### src/rtl/dcache_line_ctrl_if.sv
// Bus bundle between the D-cache line refill/writeback sequencer and its surroundings
// (cache pipeline, data array, write bus, read bus). master = sequencer, slave = environment.
interface dcache_line_ctrl_if #(
  parameter int IDX_WIDTH   = 4,
  parameter int PADDR_WIDTH = 32
);
  // Handshakes: a transfer happens on a rising clk edge where the source's valid/req and
  // the sink's ready/ack are both high; the source holds valid/req and its payload stable
  // until that edge. rd_valid has no backpressure, wb_resp and done are single-cycle pulses.
  logic                   miss_valid;
  logic                   miss_ready;
  logic                   miss_dirty;
  logic [PADDR_WIDTH-1:0] miss_victim_addr;
  logic [PADDR_WIDTH-1:0] miss_fill_addr;
  logic                   done;

  logic                   array_en;
  logic [IDX_WIDTH-1:0]   array_addr;
  logic                   array_strobe;
  logic [31:0]            array_wdata;
  logic [31:0]            array_rdata;

  logic                   wb_req;
  logic [PADDR_WIDTH-1:0] wb_addr;
  logic                   wb_ack;
  logic                   wb_valid;
  logic [31:0]            wb_data;
  logic                   wb_last;
  logic                   wb_ready;
  logic                   wb_resp;

  logic                   rd_req;
  logic [PADDR_WIDTH-1:0] rd_addr;
  logic                   rd_ack;
  logic                   rd_valid;
  logic [31:0]            rd_data;

  logic                   crit_valid;
  logic [31:0]            crit_data;

  modport master (
    input  miss_valid, miss_dirty, miss_victim_addr, miss_fill_addr,
    input  array_rdata, wb_ack, wb_ready, wb_resp, rd_ack, rd_valid, rd_data,
    output miss_ready, done, array_en, array_addr, array_strobe, array_wdata,
    output wb_req, wb_addr, wb_valid, wb_data, wb_last, rd_req, rd_addr,
    output crit_valid, crit_data
  );

  modport slave (
    output miss_valid, miss_dirty, miss_victim_addr, miss_fill_addr,
    output array_rdata, wb_ack, wb_ready, wb_resp, rd_ack, rd_valid, rd_data,
    input  miss_ready, done, array_en, array_addr, array_strobe, array_wdata,
    input  wb_req, wb_addr, wb_valid, wb_data, wb_last, rd_req, rd_addr,
    input  crit_valid, crit_data
  );
endinterface

### src/rtl/dcache_line_ctrl.sv
// D-cache line refill/writeback sequencer: streams a dirty victim line out, bursts the new line in.
// Define DCACHE_CWF_EN to build the critical-word-first variant (word-aligned fill, wrapping index).
module dcache_line_ctrl #(
  parameter int WORDS_PER_LINE = 16,
  parameter int IDX_WIDTH      = 4,
  parameter int PADDR_WIDTH    = 32
) (
  input  logic                  clk,
  input  logic                  reset,
  dcache_line_ctrl_if.master    bus,
  output logic [2:0]            dbg_state
);

  localparam int LINE_LSB = IDX_WIDTH + 2;
  localparam logic [PADDR_WIDTH-1:0] LINE_MASK = PADDR_WIDTH'((64'd1 << LINE_LSB) - 64'd1);
  localparam logic [IDX_WIDTH-1:0]   LAST_IDX  = IDX_WIDTH'(WORDS_PER_LINE - 1);
  localparam logic [IDX_WIDTH:0]     LAST_BEAT = (IDX_WIDTH + 1)'(WORDS_PER_LINE - 1);

  typedef enum logic [2:0] {
    IDLE    = 3'd0,
    WB_ADDR = 3'd1,
    WB_DATA = 3'd2,
    WB_RESP = 3'd3,
    RD_ADDR = 3'd4,
    RD_DATA = 3'd5,
    DONE    = 3'd6
  } state_t;

  state_t                 state;
  logic [IDX_WIDTH-1:0]   cnt;
  logic [IDX_WIDTH:0]     beats;
  logic [PADDR_WIDTH-1:0] victim_q;
  logic [PADDR_WIDTH-1:0] fill_q;
  logic [IDX_WIDTH-1:0]   start_q;
  logic [IDX_WIDTH-1:0]   start_ofs;
  logic                   in_wb;
  logic                   in_rd;

`ifdef DCACHE_CWF_EN
  assign start_ofs      = bus.miss_fill_addr[LINE_LSB-1:2];
  assign bus.rd_addr    = fill_q & ~PADDR_WIDTH'(3);
  assign bus.crit_valid = in_rd && bus.rd_valid && (beats == '0);
  assign bus.crit_data  = bus.crit_valid ? bus.rd_data : 32'd0;
`else
  assign start_ofs      = '0;
  assign bus.rd_addr    = fill_q & ~LINE_MASK;
  assign bus.crit_valid = 1'b0;
  assign bus.crit_data  = 32'd0;
`endif

  always_ff @(posedge clk or posedge reset) begin
    if (reset) begin
      state    <= IDLE;
      cnt      <= '0;
      beats    <= '0;
      victim_q <= '0;
      fill_q   <= '0;
      start_q  <= '0;
    end else begin
      case (state)
        IDLE: begin
          if (bus.miss_valid) begin
            victim_q <= bus.miss_victim_addr;
            fill_q   <= bus.miss_fill_addr;
            start_q  <= start_ofs;
            cnt      <= '0;
            beats    <= '0;
            state    <= bus.miss_dirty ? WB_ADDR : RD_ADDR;
          end
        end
        WB_ADDR: if (bus.wb_ack) state <= WB_DATA;
        WB_DATA: begin
          // cnt wraps back to 0 after the last beat, ready for a non-CWF fill.
          if (bus.wb_ready) begin
            cnt <= cnt + IDX_WIDTH'(1);
            if (cnt == LAST_IDX) state <= WB_RESP;
          end
        end
        WB_RESP: if (bus.wb_resp) state <= RD_ADDR;
        RD_ADDR: begin
          if (bus.rd_ack) begin
            cnt   <= start_q;
            beats <= '0;
            state <= RD_DATA;
          end
        end
        RD_DATA: begin
          // No rd_last on the bus: the line is complete after WORDS_PER_LINE counted beats.
          if (bus.rd_valid) begin
            cnt   <= cnt + IDX_WIDTH'(1);
            beats <= beats + (IDX_WIDTH + 1)'(1);
            if (beats == LAST_BEAT) state <= DONE;
          end
        end
        DONE:    state <= IDLE;
        default: state <= IDLE;
      endcase
    end
  end

  assign in_wb = (state == WB_DATA);
  assign in_rd = (state == RD_DATA);

  assign bus.miss_ready   = (state == IDLE);
  assign bus.done         = (state == DONE);
  assign bus.wb_req       = (state == WB_ADDR);
  assign bus.rd_req       = (state == RD_ADDR);
  assign bus.wb_addr      = victim_q & ~LINE_MASK;

  // The array is read only while streaming the victim and written only while filling.
  assign bus.array_en     = in_wb || in_rd;
  assign bus.array_addr   = bus.array_en ? cnt : '0;
  assign bus.array_strobe = in_rd && bus.rd_valid;
  assign bus.array_wdata  = in_rd ? bus.rd_data : 32'd0;

  assign bus.wb_valid     = in_wb;
  assign bus.wb_data      = in_wb ? bus.array_rdata : 32'd0;
  assign bus.wb_last      = in_wb && (cnt == LAST_IDX);

  assign dbg_state        = state;

endmodule
### src/flat_wrapper.sv
// flat-port wrapper written by rule: the top's interface ports become plain ports
module dcache_line_ctrl_flat 
#(
  parameter int WORDS_PER_LINE = 16,
  parameter int IDX_WIDTH      = 4,
  parameter int PADDR_WIDTH    = 32
)
  (clk, reset, dbg_state, bus_miss_valid, bus_miss_dirty, bus_miss_victim_addr, bus_miss_fill_addr, bus_array_rdata, bus_wb_ack, bus_wb_ready, bus_wb_resp, bus_rd_ack, bus_rd_valid, bus_rd_data, bus_miss_ready, bus_done, bus_array_en, bus_array_addr, bus_array_strobe, bus_array_wdata, bus_wb_req, bus_wb_addr, bus_wb_valid, bus_wb_data, bus_wb_last, bus_rd_req, bus_rd_addr, bus_crit_valid, bus_crit_data);
  dcache_line_ctrl_if #(.IDX_WIDTH(IDX_WIDTH), .PADDR_WIDTH(PADDR_WIDTH)) bus_i ();
  input  logic clk;
  input  logic reset;
  output logic [2:0] dbg_state;
  input wire logic [$bits(bus_i.miss_valid)-1:0] bus_miss_valid;
  input wire logic [$bits(bus_i.miss_dirty)-1:0] bus_miss_dirty;
  input wire logic [$bits(bus_i.miss_victim_addr)-1:0] bus_miss_victim_addr;
  input wire logic [$bits(bus_i.miss_fill_addr)-1:0] bus_miss_fill_addr;
  input wire logic [$bits(bus_i.array_rdata)-1:0] bus_array_rdata;
  input wire logic [$bits(bus_i.wb_ack)-1:0] bus_wb_ack;
  input wire logic [$bits(bus_i.wb_ready)-1:0] bus_wb_ready;
  input wire logic [$bits(bus_i.wb_resp)-1:0] bus_wb_resp;
  input wire logic [$bits(bus_i.rd_ack)-1:0] bus_rd_ack;
  input wire logic [$bits(bus_i.rd_valid)-1:0] bus_rd_valid;
  input wire logic [$bits(bus_i.rd_data)-1:0] bus_rd_data;
  output wire logic [$bits(bus_i.miss_ready)-1:0] bus_miss_ready;
  output wire logic [$bits(bus_i.done)-1:0] bus_done;
  output wire logic [$bits(bus_i.array_en)-1:0] bus_array_en;
  output wire logic [$bits(bus_i.array_addr)-1:0] bus_array_addr;
  output wire logic [$bits(bus_i.array_strobe)-1:0] bus_array_strobe;
  output wire logic [$bits(bus_i.array_wdata)-1:0] bus_array_wdata;
  output wire logic [$bits(bus_i.wb_req)-1:0] bus_wb_req;
  output wire logic [$bits(bus_i.wb_addr)-1:0] bus_wb_addr;
  output wire logic [$bits(bus_i.wb_valid)-1:0] bus_wb_valid;
  output wire logic [$bits(bus_i.wb_data)-1:0] bus_wb_data;
  output wire logic [$bits(bus_i.wb_last)-1:0] bus_wb_last;
  output wire logic [$bits(bus_i.rd_req)-1:0] bus_rd_req;
  output wire logic [$bits(bus_i.rd_addr)-1:0] bus_rd_addr;
  output wire logic [$bits(bus_i.crit_valid)-1:0] bus_crit_valid;
  output wire logic [$bits(bus_i.crit_data)-1:0] bus_crit_data;
  assign bus_i.miss_valid = bus_miss_valid;
  assign bus_i.miss_dirty = bus_miss_dirty;
  assign bus_i.miss_victim_addr = bus_miss_victim_addr;
  assign bus_i.miss_fill_addr = bus_miss_fill_addr;
  assign bus_i.array_rdata = bus_array_rdata;
  assign bus_i.wb_ack = bus_wb_ack;
  assign bus_i.wb_ready = bus_wb_ready;
  assign bus_i.wb_resp = bus_wb_resp;
  assign bus_i.rd_ack = bus_rd_ack;
  assign bus_i.rd_valid = bus_rd_valid;
  assign bus_i.rd_data = bus_rd_data;
  assign bus_miss_ready = bus_i.miss_ready;
  assign bus_done = bus_i.done;
  assign bus_array_en = bus_i.array_en;
  assign bus_array_addr = bus_i.array_addr;
  assign bus_array_strobe = bus_i.array_strobe;
  assign bus_array_wdata = bus_i.array_wdata;
  assign bus_wb_req = bus_i.wb_req;
  assign bus_wb_addr = bus_i.wb_addr;
  assign bus_wb_valid = bus_i.wb_valid;
  assign bus_wb_data = bus_i.wb_data;
  assign bus_wb_last = bus_i.wb_last;
  assign bus_rd_req = bus_i.rd_req;
  assign bus_rd_addr = bus_i.rd_addr;
  assign bus_crit_valid = bus_i.crit_valid;
  assign bus_crit_data = bus_i.crit_data;
  dcache_line_ctrl #(.WORDS_PER_LINE(WORDS_PER_LINE), .IDX_WIDTH(IDX_WIDTH), .PADDR_WIDTH(PADDR_WIDTH)) u_core (.clk(clk), .reset(reset), .bus(bus_i), .dbg_state(dbg_state));
endmodule
### config.mk
export PLATFORM = sky130hd
export DESIGN_NAME = dcache_line_ctrl_flat
export DESIGN_NICKNAME = d
export VERILOG_FILES = /design/src/rtl/dcache_line_ctrl_if.sv /design/src/rtl/dcache_line_ctrl.sv /design/src/flat_wrapper.sv
export SDC_FILE = /design/constraint.sdc
export NUM_CORES = 1
export LEC_CHECK = 0
export CAP_MARGIN = 20
export CORE_AREA = 2 2 122 124
export CTS_CLUSTER_DIAMETER = 30
export DETAILED_ROUTE_END_ITERATION = 7
export DIE_AREA = 0 0 124 126
export GPL_TIMING_DRIVEN = 0
export MAX_ROUTING_LAYER = met4
export PLACE_DENSITY_LB_ADDON = 0.08
export SLEW_MARGIN = 0
export SYNTH_ARGS = -nofsm -noshare
export SYNTH_HDL_FRONTEND = slang
export SYNTH_SLANG_ARGS = --single-unit
export TNS_END_PERCENT = 30
### constraint.sdc
create_clock -name clk -period 2.7 [get_ports clk]
set_input_delay 0.54 -clock clk [delete_from_list [all_inputs] [get_ports clk]]
set_output_delay 0.54 -clock clk [all_outputs]
set_load 0.05 [all_outputs]
==> results.cfg <==
[outcome]
status = completed

[finish]
final_util_pct = 49.2
final_nets = 779
final_cells = 827
drive_gt1_share_pct = 32.2
antennaDiodeCount = 0
syn2layout_area_growth_pct = 80.8

[critical_path]
crit_path_end = bus_wb_data[1]
start_kind = register
r2r_cells = 6
path_class = reg2out
reg2reg_from = u_core.dbg_state[0]$_DFFE_PP0P_
end_kind = output port
critPathArrivalTime_ns = 2.06
worstPathMaxFanout = 10
timing.rr.end = u_core.victim_q[26]$_DFFE_PP0P_
r2r_slack_ns = 1.03
worstPathRequired_ns = 2.16
crit_start = u_core.dbg_state[2]$_DFFE_PP0P_

[clocking]
root_buffer = clkbuf_16
numCtsBuffers = 9
clock-sinks = 64
cts_tree = done
htree_levels = 3
clk_latency_ns = 0.32
clockBufferDepth = 2
hold_buffers = 0
clkTransAtPathRegs_ns = 0.05

[die]
core_mm2 = 0.0143
std_cell_rows = 44
die_h_um = 126
start_util_pct = 27.2
io_pins = 313
die_x_um = 124
dieArea_mm2 = 0.0156

[pwr]
power_density_mw_per_mm2 = 1250
power_frac_comb_pct = 66.9
seqPwrFrac_pct = 19.0
switching_power_mw = 4.25
power_frac_clock_pct = 14.1
p_leak_nw = 3.29
vdd_drop_max_mv = 0.412
intPower_mw = 4.58
p_sw_share_pct = 48.1
report.power.total_mw = 8.83

[sta]
max_freq_mhz = 385
rsz0062_at_grt = false
skew_ns = 0.00567
setup-tns-final_ns = 0
min_period_ns = 2.60
hold_viol_final = 0
relSlewSlack_pct = 44.6
finalCritPeriodShare_pct = 96.1
setup_viol = 0
worst_slew_pin_slew_ns = 0.831
maxSlewViolCount = 0

[yosys]
synthTopCellsByArea = dfrtp_1, mux2_4, and2_1
synth.distinct_cells = 45
netlist_instances = 326
ys_ff_latch = 64
synthArstFlopShare_pct = 100
synth-edff-count = 0
synthFlopType = dfrtp_1
yosysWarnings = 0
syn_area_mm2 = 0.00389
avgSynthCellArea_um2 = 11.9
ys_seq_area_share_pct = 41.1
synth_top_area_share_pct = 41.1
synth_top_area_cell = dfrtp_1

[place]
gp_congestion = 0.822
port_buffers = 255
dpl.cell_count = 809
dp_hpwl_um = 9850

[route]
via_per_inst = 4.05
detail-route-antenna-nets = 0
wl_per_cell_um = 14.8
finalWirelength_um = 12300
drc = 0
vias = 3346
drt_pre_antenna_iters = 4
drtIter0Drc = 146

[hold_path]
hold_path.class = reg2reg

[global_route]
grtUsageTotal_pct = 15.7
grt_max_degree = 65
grt_pass1_wl_um = 18100
antenna_found_initial = 0
overflow = 0
grt_pass1_vias = 3403

[flow_run]
drv_cap = 0
-- cell type report --
| cell class | instances | area [um2] |
|---|---|---|
| repair buffers | 258 | 2420 |
| clock buffers | 12 | 256 |
| flip-flops and latches | 64 | 1600 |
| clock inverters | 3 | 65.1 |
| inverters | 5 | 22.5 |
| plain buffers | 64 | 546 |
| multi-input cells | 237 | 1900 |
| well taps | 184 | 230 |
| fillers | 1339 | 7280 |
-- state kept, by name (all words and copies together), names as in the netlist --
| register | count |
|---|---|
| u_core.fill_q | 26 |
| u_core.victim_q | 26 |
| u_core.beats | 5 |
| u_core.cnt | 4 |
| u_core.dbg_state | 3 |
-- cell usage in the layout (no fill, tap or decap), types with 3 or more instances in the layout --
cell type and count:
nor2_1 8, nand3b_1 3, mux2_2 3, buf_6 3, clkdlybuf4s15_2 26, o21ai_0 9, ha_1 3, dlygate4sd2_1 11
nand3_1 4, nand2b_1 4, inv_1 3, and2_1 68, nand2_1 8, buf_4 50, mux2_4 50, mux2i_1 4
buf_12 6, buf_2 6, clkdlybuf4s50_1 180, clkbuf_2 36, clkbuf_16 9, dfrtp_1 64, o31ai_1 3, conb_1 45
-- power groups by stage --
stage	registers (mW)	clock network (mW)	logic (mW)
final	1.68	1.24	5.90
after global placement	1.67	0	6.04
after CTS	1.68	1.28	5.98
after detailed placement	1.70	0	6.04
after floorplan	3.16	0	2.75
after global routing	1.75	1.33	6.17
-- synthesized netlist by cell type, types with 4 or more instances --
| master | instances |
|---|---|
| mux2i_1 | 4 |
| buf_12 | 6 |
| clkbuf_2 | 5 |
| nand2b_1 | 4 |
| inv_1 | 4 |
| o21ai_0 | 9 |
| nor2_1 | 8 |
| nand3_1 | 4 |
| nand2_1 | 8 |
| and2_1 | 68 |
| buf_4 | 47 |
| mux2_4 | 50 |
| dfrtp_1 | 64 |
-- worst min path at each step --
stage,startpoint,end,slack [ns],cells past startpoint
after detailed placement,u_core.beats[4]$_DFFE_PP0P_,u_core.beats[4]$_DFFE_PP0P_,0.47,2
after CTS,u_core.beats[3]$_DFFE_PP0P_,u_core.beats[3]$_DFFE_PP0P_,0.48,1
after global routing,u_core.beats[3]$_DFFE_PP0P_,u_core.beats[3]$_DFFE_PP0P_,0.51,1
after global placement,u_core.beats[3]$_DFFE_PP0P_,u_core.beats[3]$_DFFE_PP0P_,0.45,1
final,u_core.beats[4]$_DFFE_PP0P_,u_core.beats[4]$_DFFE_PP0P_,0.48,2
after floorplan,u_core.beats[3]$_DFFE_PP0P_,u_core.beats[3]$_DFFE_PP0P_,0.44,1
-- critical path, cell delays in order, from the launching register on --
cell and delay, ns:
dfrtp_1 0.44, buf_6 0.18, nor3b_4 0.19, buf_4 0.17, buf_4 0.12, and2_1 0.11
dlygate4sd2_1 0.52
-- logic make-up (layout without fill, tap and decap cells) --
group,after synthesis,in the layout,share of synthesized area [%]
compound gates,24,24,4.66
flops,64,64,41.1
other cells,1,45,0.0963
mux,57,57,21.2
fa+ha+maj,3,3,0.964
simple gates,108,108,17.4
buf+inv,69,342,14.5
-- what timing repair did --
action / CTS / global route
endpoints found under the setup margin: 74 / 38
resized for setup: 157 / 54
pin swaps: 1 / 0
gates cloned: 0 / 0
setup buffers: 3 / 0
-- routing by layer --
| metal | global-route usage [%] | routed length (um) |
|---|---|---|
| met4 | 3.17 | 123 |
| met5 | - | 0 |
| met2 | 27.6 | 6390 |
| met1 | 17.3 | 4680 |
| met3 | 4.89 | 1070 |
-- metrics by stage --
stage	area, um2	hold slack (ns)	setup slack [ns]
floorplan	4060	0.439	0.110
global placement	6850	0.455	-0.679
detailed placement	6850	0.467	-0.196
CTS	7200	0.478	0.000820
global route	7040	0.509	0.000363
finish	7040	0.477	0.104
No activity file was read; power rests on OpenSTA's default activity.
